--- config.mk ---
export PLATFORM = sky130hd
export DESIGN_NAME = truth_table_scanner_flat
export DESIGN_NICKNAME = d
export VERILOG_FILES = /design/src/rtl/tt_pkg.sv /design/src/rtl/truth_table_scanner_if.sv /design/src/rtl/tt_settle_timer.sv /design/src/rtl/truth_table_scanner.sv /design/src/flat_wrapper.sv
export SDC_FILE = /design/constraint.sdc
export NUM_CORES = 1
export LEC_CHECK = 0
export CAP_MARGIN = 0
export CORE_MARGIN = 10
export CORE_UTILIZATION = 25
export CTS_CLUSTER_DIAMETER = 200
export CTS_CLUSTER_SIZE = 12
export DETAILED_ROUTE_END_ITERATION = 8
export SLEW_MARGIN = 40
export SYNTH_ARGS = -nofsm -noshare
export SYNTH_HDL_FRONTEND = slang
export SYNTH_SLANG_ARGS = --single-unit
--- constraint.sdc ---
create_clock -name clk -period 2.8 [get_ports clk]
set_input_delay 0.7 -clock clk [delete_from_list [all_inputs] [get_ports clk]]
set_output_delay 0.7 -clock clk [all_outputs]
set_load 0.02 [all_outputs]
--- src/rtl/tt_pkg.sv ---
// Shared types and constants for the truth-table scanner harness.
// The scanner FSM states are shared with other harness stages.
package tt_pkg;

   typedef enum logic [1:0] {
      IDLE,
      SETTLE,
      SAMPLE,
      DONE
   } tt_state_e;

   localparam int unsigned TT_VECTORS = 16;
   localparam int unsigned TT_IDX_W   = 4;

endpackage

--- src/rtl/truth_table_scanner_if.sv ---
// Handshake and vector bus between a harness controller (master) and the scanner (slave).
// Optional compare signals exist only when TT_COMPARE_EN is defined.
interface truth_table_scanner_if;
   import tt_pkg::*;

   logic                    start;
   logic                    f_in;
   logic [TT_IDX_W-1:0]     abcd_out;
   logic                    busy;
   logic                    done;
   logic [TT_VECTORS-1:0]   table_out;
`ifdef TT_COMPARE_EN
   logic [TT_VECTORS-1:0]   expected;
   logic                    match;
   logic [4:0]              mismatch_cnt;
`endif

`ifdef TT_COMPARE_EN
   modport master (
      output start, f_in, expected,
      input  abcd_out, busy, done, table_out, match, mismatch_cnt
   );
   modport slave (
      input  start, f_in, expected,
      output abcd_out, busy, done, table_out, match, mismatch_cnt
   );
`else
   modport master (
      output start, f_in,
      input  abcd_out, busy, done, table_out
   );
   modport slave (
      input  start, f_in,
      output abcd_out, busy, done, table_out
   );
`endif

endinterface

--- src/rtl/tt_settle_timer.sv ---
// Settle counter with synchronous load-to-zero, count enable and terminal-count flag.
module tt_settle_timer #(
   parameter int unsigned CNT_W    = 4,
   parameter int unsigned TERMINAL = 0
) (
   input  logic clk,
   input  logic reset,
   input  logic load,
   input  logic en,
   output logic tc
);

   localparam logic [CNT_W-1:0] TC_VAL = CNT_W'(TERMINAL);

   logic [CNT_W-1:0] cnt_q, cnt_d;

   always_comb begin
      cnt_d = cnt_q;
      if (load) begin
         cnt_d = '0;
      end else if (en) begin
         cnt_d = cnt_q + CNT_W'(1);
      end
   end

   always_ff @(posedge clk or posedge reset) begin
      if (reset) begin
         cnt_q <= '0;
      end else begin
         cnt_q <= cnt_d;
      end
   end

   assign tc = (cnt_q == TC_VAL);

endmodule

--- src/rtl/truth_table_scanner.sv ---
// Sweeps {a,b,c,d} over all 16 vectors, samples f_in after a settle time and builds a truth table.
// Optional feature macro: TT_COMPARE_EN (expected-table compare, match flag, mismatch count).
module truth_table_scanner
   import tt_pkg::*;
#(
   parameter int unsigned SETTLE_CYCLES = 1,
   parameter int unsigned CNT_W         = 4
) (
   input logic                  clk,
   input logic                  reset,
   truth_table_scanner_if.slave tt
);

   localparam logic [TT_IDX_W-1:0] LAST_IDX = TT_IDX_W'(TT_VECTORS - 1);

   tt_state_e               state_q, state_d;
   logic [TT_IDX_W-1:0]     abcd_q, abcd_d;
   logic                    busy_q, busy_d;
   logic                    done_q, done_d;
   logic [TT_VECTORS-1:0]   table_q, table_d;

   logic tmr_load, tmr_en, tmr_tc;
   logic accept, sample_en, finish;

   tt_settle_timer #(
      .CNT_W   (CNT_W),
      .TERMINAL(SETTLE_CYCLES - 1)
   ) u_settle_timer (
      .clk  (clk),
      .reset(reset),
      .load (tmr_load),
      .en   (tmr_en),
      .tc   (tmr_tc)
   );

   always_comb begin
      state_d   = state_q;
      abcd_d    = abcd_q;
      busy_d    = busy_q;
      done_d    = 1'b0;
      table_d   = table_q;
      tmr_load  = 1'b0;
      tmr_en    = 1'b0;
      accept    = 1'b0;
      sample_en = 1'b0;
      finish    = 1'b0;
      case (state_q)
         IDLE, DONE: begin
            if (tt.start) begin
               accept   = 1'b1;
               state_d  = SETTLE;
               abcd_d   = '0;
               busy_d   = 1'b1;
               table_d  = '0;
               tmr_load = 1'b1;
            end
         end
         SETTLE: begin
            tmr_en = 1'b1;
            if (tmr_tc) begin
               state_d = SAMPLE;
            end
         end
         SAMPLE: begin
            sample_en       = 1'b1;
            table_d[abcd_q] = tt.f_in;
            tmr_load        = 1'b1;
            if (abcd_q == LAST_IDX) begin
               finish  = 1'b1;
               state_d = DONE;
               done_d  = 1'b1;
               busy_d  = 1'b0;
            end else begin
               abcd_d  = abcd_q + TT_IDX_W'(1);
               state_d = SETTLE;
            end
         end
         default: state_d = IDLE;
      endcase
   end

   always_ff @(posedge clk or posedge reset) begin
      if (reset) begin
         state_q <= IDLE;
         abcd_q  <= '0;
         busy_q  <= 1'b0;
         done_q  <= 1'b0;
         table_q <= '0;
      end else begin
         state_q <= state_d;
         abcd_q  <= abcd_d;
         busy_q  <= busy_d;
         done_q  <= done_d;
         table_q <= table_d;
      end
   end

   assign tt.abcd_out  = abcd_q;
   assign tt.busy      = busy_q;
   assign tt.done      = done_q;
   assign tt.table_out = table_q;

`ifdef TT_COMPARE_EN
   logic [TT_VECTORS-1:0] exp_q, exp_d;
   logic [4:0]            mism_q, mism_d;
   logic                  match_q, match_d;

   // match is judged on the count including the final sample taken on the done edge
   always_comb begin
      exp_d   = exp_q;
      mism_d  = mism_q;
      match_d = match_q;
      if (accept) begin
         exp_d   = tt.expected;
         mism_d  = '0;
         match_d = 1'b0;
      end else begin
         if (sample_en && (tt.f_in != exp_q[abcd_q])) begin
            mism_d = mism_q + 5'd1;
         end
         if (finish) begin
            match_d = (mism_d == '0);
         end
      end
   end

   always_ff @(posedge clk or posedge reset) begin
      if (reset) begin
         exp_q   <= '0;
         mism_q  <= '0;
         match_q <= 1'b0;
      end else begin
         exp_q   <= exp_d;
         mism_q  <= mism_d;
         match_q <= match_d;
      end
   end

   assign tt.match        = match_q;
   assign tt.mismatch_cnt = mism_q;
`endif

endmodule

--- src/flat_wrapper.sv ---
// flat-port wrapper written by rule: the top's interface ports become plain ports
module truth_table_scanner_flat import tt_pkg::*;
#(
   parameter int unsigned SETTLE_CYCLES = 1,
   parameter int unsigned CNT_W         = 4
)
  (clk, reset, tt_start, tt_f_in, tt_abcd_out, tt_busy, tt_done, tt_table_out);
  truth_table_scanner_if tt_i ();
  input logic clk;
  input logic reset;
  input wire logic [$bits(tt_i.start)-1:0] tt_start;
  input wire logic [$bits(tt_i.f_in)-1:0] tt_f_in;
  output wire logic [$bits(tt_i.abcd_out)-1:0] tt_abcd_out;
  output wire logic [$bits(tt_i.busy)-1:0] tt_busy;
  output wire logic [$bits(tt_i.done)-1:0] tt_done;
  output wire logic [$bits(tt_i.table_out)-1:0] tt_table_out;
  assign tt_i.start = tt_start;
  assign tt_i.f_in = tt_f_in;
  assign tt_abcd_out = tt_i.abcd_out;
  assign tt_busy = tt_i.busy;
  assign tt_done = tt_i.done;
  assign tt_table_out = tt_i.table_out;
  truth_table_scanner #(.SETTLE_CYCLES(SETTLE_CYCLES), .CNT_W(CNT_W)) u_core (.clk(clk), .reset(reset), .tt(tt_i));
endmodule
==> results of run 1 <==
[flip-flops by register name, indices dropped and copies added (netlist names)]
name	flops
u_core.tt.done	1
u_core.state_q	2
u_core.tt.busy	1
u_core.u_settle_timer.cnt_q	4
u_core.tt.table_out	16
u_core.tt.abcd_out	4
[Yosys cell counts]
| library cell | count | area (um2) |
|---|---|---|
| or2_2 | 1 | 6.260 |
| inv_1 | 24 | 90.09 |
| a31oi_1 | 1 | 6.260 |
| o21ai_0 | 3 | 15.01 |
| nor2b_4 | 1 | 13.76 |
| or2b_4 | 1 | 11.26 |
| buf_6 | 5 | 56.30 |
| a41o_1 | 1 | 10.01 |
| o31a_1 | 1 | 8.760 |
| nand4_1 | 5 | 31.28 |
| nor3_1 | 1 | 5.000 |
| xor2_1 | 2 | 17.52 |
| a21oi_2 | 1 | 8.760 |
| mux2i_1 | 2 | 20.02 |
| mux2i_4 | 1 | 22.52 |
| or3b_2 | 2 | 17.52 |
| or3b_1 | 3 | 26.28 |
| nand2_1 | 5 | 18.77 |
| a21oi_1 | 19 | 95.09 |
| nand2b_1 | 3 | 18.77 |
| o41ai_1 | 1 | 8.760 |
| nor2_1 | 7 | 26.28 |
| a2bb2oi_1 | 1 | 8.760 |
| or2b_1 | 1 | 7.510 |
| nand3_1 | 6 | 30.03 |
| and4_4 | 1 | 11.26 |
| o31ai_1 | 1 | 7.510 |
| xnor2_1 | 1 | 8.760 |
| ha_1 | 9 | 112.6 |
| buf_2 | 6 | 30.03 |
| o221ai_1 | 1 | 8.760 |
| dfrtp_1 | 28 | 700.7 |
| nand3b_1 | 8 | 60.06 |
| o22ai_1 | 16 | 100.1 |
[routing by layer]
metal / GRT usage / vias up / share of wire
li1: - / 632 / -
met1: 0.1030 / 576 / 0.49
met2: 0.1093 / 32 / 0.42
met3: 0.03155 / 4 / 0.078
met4: 0.01630 / 0 / 0.0066
met5: 0 / - / 0
[layout make-up]
type | count | area (um2)
multi-input cells | 106 | 743.2
fillers | 679 | 4347
repair buffers | 27 | 265.3
inverters | 24 | 90.09
clock buffers | 3 | 41.29
flip-flops and latches | 28 | 700.7
well taps | 77 | 96.34
clock inverters | 1 | 30.03
[power groups by stage]
stage | Sequential (mW) | Clock [mW] | Combinational, mW
finish | 0.512 | 0.322 | 0.575
global route | 0.523 | 0.350 | 0.646
CTS | 0.513 | 0.338 | 0.576
detailed placement | 0.520 | 0 | 0.576
global placement | 0.517 | 0 | 0.563
floorplan | 0.526 | 0 | 0.464
[worst min-delay path by stage]
stage,start,slack (ps),end,cells past startpoint
final,u_core.tt.table_out[2],520,u_core.tt.table_out[2],2
after global routing,u_core.tt.table_out[1],550,u_core.tt.table_out[1],2
after CTS,u_core.tt.table_out[15],530,u_core.tt.table_out[15],2
after floorplan,u_core.u_settle_timer.cnt_q[3],500,u_core.u_settle_timer.cnt_q[3],2
after detailed placement,u_core.tt.table_out[2],510,u_core.tt.table_out[2],2
after global placement,u_core.tt.table_out[3],510,u_core.tt.table_out[3],2
[logic make-up (layout without fill, tap and decap cells)]
| family | Yosys count | after routing |
|---|---|---|
| AO/OA/AOI/OAI | 46 | 46 |
| AND/OR/NAND/NOR | 45 | 45 |
| buffers and inverters | 35 | 55 |
| flip-flops | 28 | 28 |
| adder cells (fa/ha/maj) | 9 | 9 |
| XOR/XNOR | 3 | 3 |
| multiplexers | 3 | 3 |
==> results.json, run 1 <==
{
  "synth_top_family_by_area": "simple AND/OR/NAND/NOR gates",
  "synth_fa_ha_area_frac": 0.06950,
  "post-place-ws_ps": 649.7,
  "combPwrFrac": 0.408,
  "p_switching_mw": 0.5157,
  "post-cts-setup-buffers": 0,
  "crit_required_ps": 2100,
  "synthSimpleGateAreaFrac": 0.1753,
  "seqPwrFrac": 0.364,
  "reg2reg_to": "u_core.tt.table_out[4]",
  "hold_buffers": 0,
  "power_mw": 1.409,
  "path_clk_slew_ps": 100,
  "place_area_mm2": 0.001896,
  "r2r_start": "u_core.state_q[0]",
  "crit_start": "u_core.tt.abcd_out[2]",
  "crit_fanout": 24,
  "drtIter0Drc": 67,
  "rrSetupSlack_ps": 1020,
  "area_delta_synth_final_pct": 21.39,
  "overflow": 0,
  "grt_pass1_vias": 1258,
  "routedWlPerCell_um": 14.15,
  "max_slew_margin": 0.5710,
  "grt_pass1_wl_um": 6265,
  "boundaryPins": 26,
  "clockPowerShare": 0.229,
  "track_usage": 0.07590,
  "clk_latency_ps": 280,
  "holdWs_ps": 524.2,
  "htreeDepth": 1,
  "gp_congestion": 0.7579,
  "grt_setup_unrepaired": "false",
  "dieHeight_um": 100.5,
  "slowest_delay_ps": 770,
  "final_util": 0.3115,
  "dp_hpwl_um": 2645,
  "drtAntennaViolNets": 0,
  "tightest_slew_ps": 643.6,
  "irDropWorstVdd_v": 0.0003033,
  "first_pass_iters": 4,
  "antenna_found_initial": 0,
  "rows": 29,
  "viasPerCell": 4.677,
  "p_per_area_mw_per_mm2": 716.5,
  "path_class": "flip-flop to output port",
  "final_cell_mix": "dfrtp_1, clkdlybuf4s50_1, inv_1, a21oi_1, o22ai_1",
  "stdcell_count": 266,
  "timing.final.ws_setup_ps": 320.2,
  "drt_wl_total_um": 3764,
  "cts_resized": 0,
  "numCtsBuffers": 3,
  "fin_tns_setup_ps": 0,
  "fin_area_mm2": 0.001967,
  "finalHoldViolCount": 0,
  "setup_viol": 0,
  "crit_family": "flip-flops",
  "crit_path_start_kind": "flip-flop",
  "syn_nets": 182,
  "fmax_mhz": 403.3,
  "syn_area_mm2": 0.001620,
  "dieArea_mm2": 0.01010,
  "yosys_warnings": 0,
  "crit_slowest_cell": "dfrtp_1",
  "initial_core_util": 0.2566,
  "synth_xor_area_frac": 0.01622,
  "synthCells": 169,
  "p_int_mw": 0.8936,
  "final_max_slew_viol_count": 0,
  "layout.nets": 203,
  "ys_types": 34,
  "path_depth": 1,
  "portBuffers": 25,
  "core_area_mm2": 0.006314,
  "syn_avg_cell_area_um2": 9.588,
  "reg2reg_depth": 5,
  "final_common_cell": "dfrtp_1",
  "ys_seq_area_frac": 0.4324,
  "endpoint": "tt_abcd_out[2]",
  "fin_crit_sh": 0.8856,
  "cp.arrival_ps": 1780,
  "cts-root-buf": "clkbuf_8",
  "n_antenna_cell": 0,
  "tritoncts": "built",
  "timing.final.crit_period_ps": 2480,
  "maxCapViolCount": 0,
  "cp_num_buf_inv": 1,
  "num_vias": 1244,
  "grt_max_degree": 30,
  "place_inst": 262,
  "die_w_um": 100.5,
  "remaining_drc_errors": 0,
  "end_kind": "output port",
  "swShare": 0.3659,
  "status": "finished, final reports clean",
  "fin_worst_skew_ps": 11.81,
  "clockBufferDepth": 2,
  "synth_compound_area_frac": 0.1714,
  "drive_above_1_share": 0.07407,
  "ys_ff_latch": 28,
  "power.static_leakage_nw": 0.7984,
  "hold_class": "flip-flop to flip-flop",
  "cp_cell_sequence": "clkdlybuf4s50_1",
  "synth_mux_area_frac": 0.02625,
  "cts_sinks": 28
}
(Power assumes the default switching activity.)
==> run 2: changes to the inputs <==
CORE_ASPECT_RATIO = 1.75   (was not set)
==> run 2 against run 1 <==
Count of clock-buffer cells in the layout unchanged. First-iteration DRC count up 84%. Clock skew down 8.9 ps. Non-clock buffer count up 2. Total power down 7.2%. Die area up 1.3%. Sequential cell count unchanged. Largest power group unchanged.
==> results.json, run 2 (same netlist as run 1, synthesis figures left out) <==
{
  "clk_latency_ps": 270,
  "irDropWorstVdd_v": 0.0003066,
  "fmax_mhz": 476.0,
  "stdcell_count": 270,
  "fin_area_mm2": 0.001956,
  "holdWs_ps": 523.4,
  "crit_required_ps": 2100,
  "tritoncts": "built",
  "clockPowerShare": 0.172,
  "die_w_um": 80.86,
  "max_slew_margin": 0.6184,
  "grt_max_degree": 29,
  "power.static_leakage_nw": 0.7952,
  "dieHeight_um": 126.5,
  "maxCapViolCount": 0,
  "largest_reg_flops": 16,
  "status": "finished, final reports clean",
  "final_cell_mix": "dfrtp_1, clkdlybuf4s50_1, inv_1, a21oi_1, o22ai_1",
  "fin_tns_setup_ps": 0,
  "slowest_delay_ps": 660,
  "antenna_found_initial": 0,
  "post-cts-setup-buffers": 0,
  "crit_start": "u_core.tt.abcd_out[0]",
  "first_pass_iters": 4,
  "end_kind": "output port",
  "p_switching_mw": 0.5071,
  "cp_cell_sequence": "clkdlybuf4s50_1",
  "drive_above_1_share": 0.07895,
  "hold_class": "flip-flop to flip-flop",
  "num_vias": 1307,
  "final_common_cell": "dfrtp_1",
  "grt_pass1_wl_um": 6320,
  "combPwrFrac": 0.439,
  "cp.arrival_ps": 1400,
  "viasPerCell": 4.841,
  "fin_crit_sh": 0.7502,
  "grt_setup_unrepaired": "false",
  "dieArea_mm2": 0.01023,
  "overflow": 0,
  "crit_family": "buffers and inverters",
  "dp_hpwl_um": 2928,
  "drtAntennaViolNets": 0,
  "hp-start": "u_core.tt.table_out[0]",
  "track_usage": 0.07676,
  "p_per_area_mw_per_mm2": 668.7,
  "place_area_mm2": 0.001914,
  "layout.nets": 205,
  "grt_pass1_vias": 1294,
  "cp_num_buf_inv": 1,
  "htreeDepth": 1,
  "cts_resized": 0,
  "initial_core_util": 0.2582,
  "n_antenna_cell": 0,
  "final_max_slew_viol_count": 0,
  "rows": 38,
  "setup_viol": 0,
  "area_delta_synth_final_pct": 20.70,
  "fin_worst_skew_ps": 2.870,
  "boundaryPins": 26,
  "crit_slowest_cell": "clkdlybuf4s50_1",
  "r2r_start": "u_core.state_q[0]",
  "drtIter0Drc": 123,
  "clockBufferDepth": 2,
  "portBuffers": 25,
  "seqPwrFrac": 0.390,
  "timing.final.crit_period_ps": 2101,
  "hold_buffers": 0,
  "tightest_slew_ps": 572.4,
  "nFillCells": 692,
  "swShare": 0.3878,
  "p_int_mw": 0.8005,
  "path_class": "flip-flop to output port",
  "crit_path_start_kind": "flip-flop",
  "place_inst": 267,
  "crit_fanout": 7,
  "cts_sinks": 28,
  "gp_congestion": 0.8060,
  "core_area_mm2": 0.006276,
  "cts-root-buf": "clkbuf_8",
  "drt_wl_total_um": 3841,
  "numCtsBuffers": 3,
  "remaining_drc_errors": 0,
  "final_util": 0.3116,
  "finalHoldViolCount": 0,
  "path_clk_slew_ps": 90,
  "routedWlPerCell_um": 14.23
}
## run 2: area by class of cell
type | count | area (um2) | share of cell area
Inverter | 24 | 90.09 | 0.04607
Multi-Input combinational cell | 106 | 743.2 | 0.3800
Clock buffer | 3 | 41.29 | 0.02111
Timing Repair Buffer | 29 | 280.3 | 0.1433
Tap cell | 80 | 100.1 | 0.05118
Sequential cell | 28 | 700.7 | 0.3583
## run 2: power by group through the flow
stage	Sequential, mW	Clock [mW]	Combinational (mW)
floorplan	0.526	0	0.464
global placement	0.517	0	0.565
detailed placement	0.520	0	0.572
CTS	0.511	0.229	0.578
global route	0.524	0.253	0.632
finish	0.510	0.224	0.574
## run 2: per-stage QoR
stage / power, mW / setup slack (ps)
final: 1.308 / 699.3
after floorplan: 0.9905 / 1210
after detailed placement: 1.092 / 686.2
after global routing: 1.409 / 599.8
after CTS: 1.318 / 668.1
after global placement: 1.082 / 711.9
## run 2: routing by layer
| layer | wire, um | track usage | vias up |
|---|---|---|---|
| met2 | 2110 | 0.1417 | 34 |
| met1 | 1431 | 0.07725 | 631 |
| met5 | 0 | 0 | - |
| met4 | 89 | 0.03787 | 0 |
| met3 | 211 | 0.01556 | 8 |
| li1 | - | - | 634 |
## run 2: path summary, 6_finish.rpt
check | to | slack, ps | cells past startpoint
setup / recovery | tt_abcd_out[0] | 700 | 1
hold / removal | u_core.tt.table_out[0] | 520 | 2
setup reg to reg | u_core.tt.table_out[7] | 1010 | 5
hold reg to reg | u_core.tt.table_out[0] | 520 | 2
max in group asynchronous | u_core.tt.table_out[14] | 1760 | 3
min in group asynchronous | u_core.tt.done | 780 | 3
==> run 3: changes to the inputs <==
clock period = 2 ns   (was 2.8 ns; I/O delays follow)
==> run 3 against run 2 <==
Total power is 47% higher. Critical endpoint unchanged. Sequential cell count stayed put. Register-to-register slack worse by 690 ps. First-iteration DRC count is 37% lower. Non-clock buffer count is 2 higher.
==> results.json, run 3 (same netlist as run 1, synthesis figures left out) <==
{
  "nFillCells": 686,
  "fmax_mhz": 519.9,
  "viasPerCell": 4.817,
  "gp_congestion": 0.7861,
  "busiest_layer": "met2",
  "drtIter0Drc": 78,
  "crit_fanout": 7,
  "tightest_slew_ps": 369.3,
  "dieHeight_um": 126.5,
  "reg2reg_to": "u_core.tt.table_out[9]",
  "grt_pass1_wl_um": 6575,
  "hold_buffers": 0,
  "timing.final.crit_period_ps": 1923,
  "portBuffers": 25,
  "antenna_found_initial": 0,
  "layout.nets": 207,
  "fin_tns_setup_ps": 0,
  "path_class": "flip-flop to output port",
  "die_w_um": 80.86,
  "cp_num_buf_inv": 1,
  "final_max_slew_viol_count": 0,
  "remaining_drc_errors": 0,
  "seqPwrFrac": 0.371,
  "routedWlPerCell_um": 14.36,
  "crit_path_start_kind": "flip-flop",
  "gr-usage-met1": 0.07763,
  "holdPathStages": 2,
  "num_vias": 1315,
  "n_antenna_cell": 0,
  "max_slew_margin": 0.7538,
  "first_pass_iters": 4,
  "dieArea_mm2": 0.01023,
  "cp.arrival_ps": 1420,
  "power_mw": 1.928,
  "crit_required_ps": 1500,
  "path_depth": 1,
  "drtAntennaViolNets": 0,
  "drive_above_1_share": 0.09326,
  "track_usage": 0.07915,
  "fin_crit_sh": 0.9617,
  "initial_core_util": 0.2582,
  "rows": 38,
  "htreeDepth": 1,
  "fin_worst_skew_ps": 2.165,
  "stdcell_count": 273,
  "setup_viol": 0,
  "fin_area_mm2": 0.001997,
  "crit_family": "buffers and inverters",
  "grt_setup_unrepaired": "false",
  "use_met2": 0.1516,
  "drt_wl_total_um": 3920,
  "grt_max_degree": 29,
  "grt_pass1_vias": 1339,
  "end_kind": "output port",
  "endpoint": "tt_abcd_out[0]",
  "boundaryPins": 26,
  "holdWs_ps": 520.7,
  "crit_slowest_cell": "clkdlybuf4s50_1",
  "core_area_mm2": 0.006276,
  "power.static_leakage_nw": 0.8177,
  "final_common_cell": "dfrtp_1",
  "reg2reg_depth": 5,
  "final_cell_mix": "dfrtp_1, clkdlybuf4s50_1, inv_1, a21oi_1, o22ai_1",
  "p_int_mw": 1.203,
  "status": "finished, final reports clean",
  "tritoncts": "built",
  "hold_class": "flip-flop to flip-flop",
  "clk_latency_ps": 280,
  "maxCapViolCount": 0,
  "combPwrFrac": 0.443,
  "place_inst": 269,
  "irDropWorstVdd_v": 0.0003840,
  "largest_reg_flops": 16,
  "slowest_delay_ps": 660,
  "clockPowerShare": 0.185,
  "crit_start": "u_core.tt.abcd_out[0]",
  "clockBufferDepth": 2,
  "p_switching_mw": 0.7247,
  "post-cts-setup-buffers": 0,
  "cts-root-buf": "clkbuf_8",
  "numCtsBuffers": 3,
  "swShare": 0.3759,
  "r2r_start": "u_core.state_q[0]",
  "dp_hpwl_um": 3045,
  "area_delta_synth_final_pct": 23.24,
  "path_clk_slew_ps": 100,
  "p_per_area_mw_per_mm2": 965.3,
  "cts_sinks": 28,
  "finalHoldViolCount": 0,
  "rrSetupSlack_ps": 320,
  "use_met3": 0.01556,
  "place_area_mm2": 0.001942,
  "overflow": 0,
  "cts_resized": 0,
  "cp_cell_sequence": "clkdlybuf4s50_1"
}
run 3: cell types whose count changed in the layout (fill, tap and decap cells not counted):
cell,delta
buf_12,+1
clkbuf_8,+1
buf_4,+1
run 3: power by group through the flow:
stage               clock network, mW  logic (mW)  registers (mW)
detailed placement                  0       0.862           0.728
CTS                             0.374       0.866           0.717
floorplan                           0       0.650           0.736
finish                          0.357       0.855           0.716
global route                    0.400       0.960           0.730
global placement                    0       0.844           0.722
run 3: how the worst min path moves through the flow:
stage	slack, ps	end	startpoint
global placement	500	u_core.tt.table_out[13]	u_core.tt.table_out[13]
detailed placement	510	u_core.tt.table_out[12]	u_core.tt.table_out[12]
global route	540	u_core.tt.table_out[12]	u_core.tt.table_out[12]
floorplan	500	u_core.u_settle_timer.cnt_q[3]	u_core.u_settle_timer.cnt_q[3]
finish	520	u_core.tt.table_out[12]	u_core.tt.table_out[12]
CTS	530	u_core.tt.table_out[12]	u_core.tt.table_out[12]
run 3: layout make-up:
type,instances,area [um2],share of cell area
Clock buffer,4,55.05,0.02757
Timing Repair Buffer,31,307.8,0.1541
Tap cell,80,100.1,0.05013
Sequential cell,28,700.7,0.3509
Inverter,24,90.09,0.04511
Multi-Input combinational cell,106,743.2,0.3722
run 3: stage by stage:
stage,utilization,worst slack (ps)
final,0.3182,76.53
after global routing,0.3182,10.29
after CTS,0.3182,60.65
after detailed placement,0.3094,91.64
after global placement,0.3094,81.73
after floorplan,-,409.8
run 3: routing by layer:
| layer | routed length [um] | share of wire | up-vias |
|---|---|---|---|
| met4 | 104 | 0.027 | 0 |
| li1 | - | - | 635 |
| met3 | 190 | 0.048 | 10 |
| met5 | 0 | 0 | - |
| met1 | 1412 | 0.36 | 647 |
| met2 | 2212 | 0.56 | 23 |
